<file path="src/rtl/cam_match_resolver_if.sv">
// Handshake bundle between the CAM row array, the match resolver and the
// downstream lookup/update logic. The capture side carries the raw match
// lines. The result side carries one matching row address per beat.
interface cam_match_resolver_if #(
  parameter int NUM_ROWS = 16,
  parameter int ADDR_W   = 4
);
  logic                match_in_valid;
  logic [NUM_ROWS-1:0] row_match_vec;
  logic                in_ready;
  logic                out_valid;
  logic                out_ready;
  logic [ADDR_W-1:0]   match_addr;
  logic                match_found;
  logic [ADDR_W:0]     match_count;
  logic                last;

  // Producer of search results and consumer of resolved beats.
  modport master (
    output match_in_valid, row_match_vec, out_ready,
    input  in_ready, out_valid, match_addr, match_found, match_count, last
  );

  // The resolver itself.
  modport slave (
    input  match_in_valid, row_match_vec, out_ready,
    output in_ready, out_valid, match_addr, match_found, match_count, last
  );
endinterface

</file>
<file path="src/rtl/cam_match_resolver.sv">
// CAM match resolver. It captures one search-result vector, then emits the
// matching row addresses lowest-row-first. There is one address per output
// handshake. Every result-side output comes straight from a flop, or from
// a decode of flops, so no input reaches an output combinationally.
module cam_match_resolver #(
  parameter int NUM_ROWS = 16,
  parameter int ADDR_W   = 4
) (
  input  logic                clk,
  input  logic                rst,   // asynchronous, active low
  cam_match_resolver_if.slave bus
);

  typedef enum logic {IDLE, EMIT} state_t;

  state_t              state_q, state_d;
  logic                alive_q, alive_d;
  logic [NUM_ROWS-1:0] pending_q, pending_d;
  logic [ADDR_W-1:0]   addr_q, addr_d;
  logic                found_q, found_d;
  logic                last_q, last_d;
  logic [ADDR_W:0]     count_q, count_d;
  logic [NUM_ROWS-1:0] pending_cleared;

  // Index of the lowest set bit. An all-zero vector yields 0.
  function automatic logic [ADDR_W-1:0] lowest_idx(input logic [NUM_ROWS-1:0] v);
    lowest_idx = '0;
    for (int i = NUM_ROWS - 1; i >= 0; i--) begin
      if (v[i]) lowest_idx = ADDR_W'(i);
    end
  endfunction

  // Number of set bits. It needs ADDR_W+1 bits so a full vector fits.
  function automatic logic [ADDR_W:0] popcount(input logic [NUM_ROWS-1:0] v);
    popcount = '0;
    for (int i = 0; i < NUM_ROWS; i++) begin
      popcount = popcount + (ADDR_W+1)'(v[i]);
    end
  endfunction

  // True when at most one bit is set, meaning the beat is the final one.
  function automatic logic at_most_one(input logic [NUM_ROWS-1:0] v);
    at_most_one = ((v & (v - NUM_ROWS'(1))) == '0);
  endfunction

  // Pending vector with its lowest set bit removed.
  assign pending_cleared = pending_q & (pending_q - NUM_ROWS'(1));

  // Next-state logic: capture in IDLE, walk the pending bits in EMIT.
  always_comb begin
    state_d   = state_q;
    alive_d   = 1'b1;
    pending_d = pending_q;
    addr_d    = addr_q;
    found_d   = found_q;
    last_d    = last_q;
    count_d   = count_q;
    case (state_q)
      IDLE: begin
        if (alive_q && bus.match_in_valid) begin
          state_d   = EMIT;
          pending_d = bus.row_match_vec;
          count_d   = popcount(bus.row_match_vec);
          addr_d    = lowest_idx(bus.row_match_vec);
          found_d   = |bus.row_match_vec;
          last_d    = at_most_one(bus.row_match_vec);
        end
      end
      EMIT: begin
        if (bus.out_ready) begin
          if (last_q) begin
            // The final beat has gone. Clear the beat fields but keep the
            // count of the finished result.
            state_d   = IDLE;
            pending_d = '0;
            addr_d    = '0;
            found_d   = 1'b0;
            last_d    = 1'b0;
          end else begin
            pending_d = pending_cleared;
            addr_d    = lowest_idx(pending_cleared);
            found_d   = 1'b1;
            last_d    = at_most_one(pending_cleared);
          end
        end
      end
      default: state_d = IDLE;
    endcase
  end

  // State and result registers. Reset clears them at once, so a burst in
  // flight is dropped.
  always_ff @(posedge clk or negedge rst) begin
    if (!rst) begin
      state_q   <= IDLE;
      alive_q   <= 1'b0;
      pending_q <= '0;
      addr_q    <= '0;
      found_q   <= 1'b0;
      last_q    <= 1'b0;
      count_q   <= '0;
    end else begin
      state_q   <= state_d;
      alive_q   <= alive_d;
      pending_q <= pending_d;
      addr_q    <= addr_d;
      found_q   <= found_d;
      last_q    <= last_d;
      count_q   <= count_d;
    end
  end

  // alive_q keeps in_ready low until the first clock edge after reset.
  assign bus.in_ready    = alive_q && (state_q == IDLE);
  assign bus.out_valid   = (state_q == EMIT);
  assign bus.match_addr  = addr_q;
  assign bus.match_found = found_q;
  assign bus.match_count = count_q;
  assign bus.last        = last_q;

endmodule

</file>
<file path="src/flat_wrapper.sv">
// flat-port wrapper written by rule: the top's interface ports become plain ports
module cam_match_resolver_flat 
#(
  parameter int NUM_ROWS = 16,
  parameter int ADDR_W   = 4
)
  (clk, rst, bus_match_in_valid, bus_row_match_vec, bus_out_ready, bus_in_ready, bus_out_valid, bus_match_addr, bus_match_found, bus_match_count, bus_last);
  cam_match_resolver_if #(.NUM_ROWS(NUM_ROWS), .ADDR_W(ADDR_W)) bus_i ();
  input  logic clk;
  input  logic rst;
  input wire logic [$bits(bus_i.match_in_valid)-1:0] bus_match_in_valid;
  input wire logic [$bits(bus_i.row_match_vec)-1:0] bus_row_match_vec;
  input wire logic [$bits(bus_i.out_ready)-1:0] bus_out_ready;
  output wire logic [$bits(bus_i.in_ready)-1:0] bus_in_ready;
  output wire logic [$bits(bus_i.out_valid)-1:0] bus_out_valid;
  output wire logic [$bits(bus_i.match_addr)-1:0] bus_match_addr;
  output wire logic [$bits(bus_i.match_found)-1:0] bus_match_found;
  output wire logic [$bits(bus_i.match_count)-1:0] bus_match_count;
  output wire logic [$bits(bus_i.last)-1:0] bus_last;
  assign bus_i.match_in_valid = bus_match_in_valid;
  assign bus_i.row_match_vec = bus_row_match_vec;
  assign bus_i.out_ready = bus_out_ready;
  assign bus_in_ready = bus_i.in_ready;
  assign bus_out_valid = bus_i.out_valid;
  assign bus_match_addr = bus_i.match_addr;
  assign bus_match_found = bus_i.match_found;
  assign bus_match_count = bus_i.match_count;
  assign bus_last = bus_i.last;
  cam_match_resolver #(.NUM_ROWS(NUM_ROWS), .ADDR_W(ADDR_W)) u_core (.clk(clk), .rst(rst), .bus(bus_i));
endmodule
</file>
<file path="config.mk">
export PLATFORM = sky130hd
export DESIGN_NAME = cam_match_resolver_flat
export DESIGN_NICKNAME = d
export VERILOG_FILES = /design/src/rtl/cam_match_resolver_if.sv /design/src/rtl/cam_match_resolver.sv /design/src/flat_wrapper.sv
export SDC_FILE = /design/constraint.sdc
export NUM_CORES = 1
export LEC_CHECK = 0
export CAP_MARGIN = 5
export CORE_AREA = 3 3 75 77
export CTS_CLUSTER_DIAMETER = 80
export DETAILED_ROUTE_END_ITERATION = 8
export DIE_AREA = 0 0 78 80
export PLACE_DENSITY_LB_ADDON = 0.3
export RECOVER_POWER = 100
export SYNTH_ARGS = -nofsm -noshare
export SYNTH_HDL_FRONTEND = slang
export SYNTH_SLANG_ARGS = --single-unit
</file>
<file path="constraint.sdc">
create_clock -name clk -period 2.9 [get_ports clk]
set_input_delay 0.435 -clock clk [delete_from_list [all_inputs] [get_ports clk]]
set_output_delay 0.435 -clock clk [all_outputs]
set_load 0.01 [all_outputs]
</file>
==> results of run 1 <==
==> Yosys cell counts, types with 4 or more instances <==
library cell / count
nand4_1: 6
a211oi_1: 7
a31oi_1: 6
dfrtp_1: 29
nor3_1: 9
o22ai_1: 9
nand2_1: 42
inv_1: 29
maj3_1: 5
ha_1: 10
o31ai_1: 6
o21ai_1: 4
nand3_1: 6
clkbuf_1: 22
nor2_1: 30
fa_1: 10
a21oi_1: 29
o21ai_0: 35
a21o_1: 4
==> stage by stage <==
step                power (W)  setup TNS [ps]  cells
CTS                   0.00351           -3910    487
finish                0.00360           -3530    487
global route          0.00390           -3870    487
global placement      0.00302           -7020    477
detailed placement    0.00310           -7460    477
floorplan             0.00244           -3410    365
==> critical path, cell delays in order <==
cell and delay (ps):
buf_12 90, inv_12 30, ha_4 250, inv_2 30, fa_1 510, fa_1 440, fa_1 470, fa_1 510
inv_2 40, fa_2 370, fa_2 370, buf_6 140, xnor2_4 140, o21ai_2 70
==> worst max path at each step <==
stage,startpoint,end,cells past startpoint
detailed placement,bus_row_match_vec[1],u_core.bus.match_count[4],14
global route,bus_row_match_vec[1],u_core.bus.match_count[4],14
finish,bus_row_match_vec[1],u_core.bus.match_count[2],14
floorplan,bus_row_match_vec[1],u_core.bus.match_count[4],13
CTS,bus_row_match_vec[1],u_core.bus.match_count[4],14
global placement,bus_row_match_vec[1],u_core.bus.match_count[4],14
==> timing repair <==
item,in CTS,in global routing
resized for setup,29,4
setup buffers,2,0
pin swaps,10,6
endpoints found under the setup margin,5,5
==> per-layer routing <==
layer | routed length (um) | vias to the layer above | part of all wire [%] | track usage, %
met3 | 636 | 29 | 7.7 | 4.06
met4 | 254 | 0 | 3.1 | 10.8
met1 | 3330 | 1433 | 40 | 34.6
met2 | 4010 | 194 | 49 | 48.4
met5 | 0 | - | 0 | 0
li1 | - | 1422 | - | -
==> area by class of cell <==
| cell class | instances | area, um2 |
|---|---|---|
| multi-input cells | 281 | 1910 |
| fillers | 381 | 1530 |
| flip-flops and latches | 29 | 726 |
| repair buffers | 70 | 614 |
| inverters | 29 | 126 |
| well taps | 70 | 87.6 |
| clock buffers | 8 | 80.1 |
==> kinds of logic after synthesis <==
group           synth area share, %
fa+ha+maj                      13.8
mux                           0.760
other cells                   0.134
flops                          25.9
buf+inv                        7.78
simple gates                   21.7
compound gates                 28.6
xor+xnor                       1.25
==> cells in the final DEF (no fill, tap or decap), drive strengths merged, types with 4 or more instances in the layout <==
master,n
a211oi,7
a21o,4
a21oi,29
a31oi,6
buf,39
clkbuf,9
clkdlybuf4s50,24
dfrtp,29
dlygate4sd2,5
fa,10
ha,10
inv,29
maj3,6
nand2,42
nand3,7
nand4,7
nor2,30
nor3,10
nor4,6
o21ai,39
o22ai,9
o311ai,4
o31ai,6
==> flip-flops by register name (all words and copies together), names as in the netlist <==
signal,flops
u_core.bus.match_count,5
u_core.alive_q,1
u_core.bus.match_addr,4
u_core.pending_q,16
u_core.bus.match_found,1
u_core.bus.out_valid,1
u_core.bus.last,1
==> report_power, final <==
part | internal [W] | total (W) | switching [W] | leakage [nW]
clock network | 0.000170 | 0.000324 | 0.000154 | 0.0395
logic | 0.00107 | 0.00241 | 0.00134 | 1.10
registers | 0.000564 | 0.000870 | 0.000306 | 0.373
total | 0.00180 | 0.00360 | 0.00180 | 1.51
==> reports/qor.csv, run 1 <==
metric;value;unit
status;finished, violations left;
failed_checks;max-capacitance violations, max-slew violations, negative setup slack;
vias;3078;
r2r-start;u_core.pending_q[2];
required;3060;ps
regToRegEndpoint;u_core.bus.match_addr[3];
finalWirelength;8230;um
port-buffer-count;32;
fin_nets;456;
whs_endpoint;u_core.bus.match_found;
grtUsageTotal;27.8;%
slew_headroom;-11.1;%
overflow;0;
rsz0062_at_grt;true;
wl_per_cell;16.9;um
clk_path_buf_depth;2;
grt_pass1_wl;13900;um
hold_ws;480;ps
drc;0;
die-width;78;um
critPathMaxFanout;2;
synthDistinctLibCells;62;
ctsHoldBuffers;0;
grt_max_degree;30;
fin_crit_sh;130;%
viasPerCell;6.32;
first_pass_iters;6;
whs_path_depth;2;
synthesis.area;0.00280;mm2
drt_iter0_drc;353;
arrival;3920;ps
setup_viol;5;
row_count;26;
ant_nets;0;
dieArea;0.00624;mm2
synthTopCellsByArea;dfrtp_1, fa_1, o21ai_0;
drive_gt1_share;17.5;%
clk_latency;280;ps
grt_pass1_vias;2952;
start_kind;input pin;
clk_pin_slew;60;ps
fin_worst_skew;10.3;ps
hold_path_class;flop to flop;
die_y;80;um
synth_area_per_cell;7.66;um2
hold_viol;0;
syn-num-nets;405;
dpl_worst_slack;-1690;ps
yosysTopAreaCell;dfrtp_1;
vdd_drop_max;0.639;mV
dpl_cell_area;0.00341;mm2
ios;33;
fin_ws;-861;ps
worstRegToRegCells;6;
fin_util;69.8;%
p_leak;1.51;nW
core_area;0.00507;mm2
power_density;1020;mW/mm2
r2r_slack;330;ps
finalMaxSlewViolations;30;
fmaxAchievable;0.266;GHz
root_buffer;clkbuf_8;
dp_hpwl;6100;um
antenna_found_initial;0;
synthCells;365;
worst_pin_slew;1670;ps
cts.htree.levels;2;
endpoint_kind;flop;
cts.sinks;29;
synth-edff-count;0;
antenna_cells_inserted;0;
yosysSeqAreaShare;25.9;%
yosys_warnings;0;
start_util;55.1;%
cts_tree;built;
critPathKind;input pin to flop;
final_area;0.00354;mm2
hold_start;u_core.bus.match_found;
layout_min_cycle_time;3760;ps
syn_to_final_growth;26.6;%
cts_buffers;5;
synth.top_cell.area_share;25.9;%
async_flop_share;100;%
gp_congestion;0.957;
drv_cap;1;
synth_flop_cell;dfrtp_1;
ys_ff_latch;29;
(Power assumes the default switching activity.)
==> run 2, diff against run 1 <==
Settings changed: PLACE_DENSITY from default to 0.83, PLACE_DENSITY_LB_ADDON 0.3 to default.
==> run 2 against run 1 <==
The run still ends with max-capacitance violations, max-slew violations, negative setup slack left. Worst hold slack got worse by 8.6 ps. Clock-buffer cell count decreased by 3. Sequential share of layout area is 0.095 points higher. Clock skew is essentially flat. Cell count is the same. Global-route usage about the same. Combinational power is 3% lower. Register-to-register slack improved by 40 ps. Flip-flop and latch count is the same.
==> reports/qor.csv, run 2 (synthesized netlist as in run 1, its figures left out) <==
metric;value;unit
drive_gt1_share;18.5;%
wl_per_cell;16.7;um
failed_checks;max-capacitance violations, max-slew violations, negative setup slack;
worst_pin_slew;1590;ps
fin_nets;456;
die-width;78;um
fin_worst_skew;10.1;ps
cp_common_cell;fa_1;
antenna_cells_inserted;0;
finalWirelength;8120;um
largest_register;u_core.pending_q;
start_kind;input pin;
grt_pass1_wl;13700;um
n_fill_cell;417;
grt_max_degree;30;
cpPeakStageDelay;530;ps
syn_to_final_growth;26.0;%
ctsHoldBuffers;0;
critPathKind;input pin to flop;
cts.sinks;29;
drc;0;
arrival;3910;ps
crit_slowest_cell;fa_1;
port-buffer-count;32;
clk_path_buf_depth;2;
fin_ws;-840;ps
cts_tree;built;
grt_pass1_vias;2838;
fmaxAchievable;0.267;GHz
drv_cap;1;
core_area;0.00507;mm2
layout_min_cycle_time;3740;ps
row_count;26;
viasPerCell;6.28;
finalMaxSlewViolations;30;
antenna_found_initial;0;
power_density;1000;mW/mm2
clk_latency;280;ps
ios;33;
critPathMaxFanout;2;
gp_congestion;0.913;
mostFrequentLayoutCells;nand2_1, buf_4, o21ai_0, nor2_1, dfrtp_1;
required;3070;ps
fin_crit_sh;129;%
fin_setup_tns;-3260;ps
status;finished, violations left;
setup_viol;5;
vdd_drop_max;0.591;mV
hold_path_class;flop to flop;
crit_chain;buf_12 -> inv_12 -> ha_4 -> inv_2 -> fa_1 -> fa_1 -> fa_1 -> fa_1 -> inv_2 -> fa_2 -> fa_2 -> a21oi_2 -> nor2_1 -> a22o_1;
fin_cells;487;
first_pass_iters;5;
critPathBufInv;4;
cts.htree.levels;2;
grtUsageTotal;27.7;%
clk_pin_slew;70;ps
rsz0062_at_grt;true;
root_buffer;clkbuf_8;
slew_headroom;-6.23;%
dieArea;0.00624;mm2
hold_ws;471;ps
start_util;55.1;%
ant_nets;0;
largest_register_ffs;16;
vias;3060;
p_leak;1.51;nW
endpoint_kind;flop;
path_delay_family;adder cells;
die_y;80;um
final_common_cell;nand2_1;
hold_viol;0;
total_power;0.00354;W
drt_iter0_drc;339;
overflow;0;
dp.cells;477;
dp_hpwl;6130;um
cts_buffers;5;
-- run 2: report_power, final --
part,internal (W),total (W),switching [W]
combinational,0.00103,0.00233,0.00129
sequential,0.000564,0.000878,0.000314
clock,0.000165,0.000335,0.000170
-- run 2: path summary, 6_finish.rpt --
kind	startpoint	endpoint	slack, ps	cells past startpoint
max	bus_row_match_vec[1]	u_core.bus.match_count[4]	-840	14
min	u_core.bus.match_count[0]	u_core.bus.match_count[0]	470	2
max reg2reg	u_core.pending_q[3]	u_core.bus.last	370	7
min reg2reg	u_core.bus.match_count[0]	u_core.bus.match_count[0]	470	2
max in group asynchronous	rst	u_core.pending_q[6]	890	2
min in group asynchronous	rst	u_core.pending_q[15]	1070	2
-- run 2: cell type report --
cell class | count | area [um2] | area share [%]
inverters | 29 | 126 | 3.59
multi-input cells | 281 | 1890 | 53.7
repair buffers | 70 | 607 | 17.2
flip-flops and latches | 29 | 726 | 20.6
clock buffers | 5 | 68.8 | 1.95
clock inverters | 3 | 17.5 | 0.497
well taps | 70 | 87.6 | 2.48
-- run 2: worst min-delay path, cell delays in order, from the launching register on --
cell     delay (ps)
dfrtp_1         340
nand2_1          50
nand2_1          50
-- run 2: metal layers --
metal | GRT usage [%] | vias up | share of wire (%)
li1 | - | 1426 | -
met1 | 36.1 | 1426 | 40
met2 | 45.8 | 181 | 49
met3 | 4.18 | 27 | 7.3
met4 | 11.9 | 0 | 3.2
met5 | 0 | - | 0
-- run 2: metrics by stage --
| step | cell area [um2] | worst slack, ps | utilization [%] |
|---|---|---|---|
| detailed placement | 3410 | -1680 | 67.1 |
| floorplan | 2840 | -872 | - |
| global placement | 3410 | -1590 | 67.1 |
| global route | 3520 | -924 | 69.5 |
| finish | 3520 | -840 | 69.5 |
| CTS | 3520 | -946 | 69.4 |
-- run 2: what timing repair did --
| item | CTS | global route |
|---|---|---|
| buffers inserted | 1 | 1 |
| pin swaps | 10 | 11 |
| gates cloned | 0 | 0 |
| resized for setup | 29 | 4 |
| endpoints found under the setup margin | 5 | 5 |
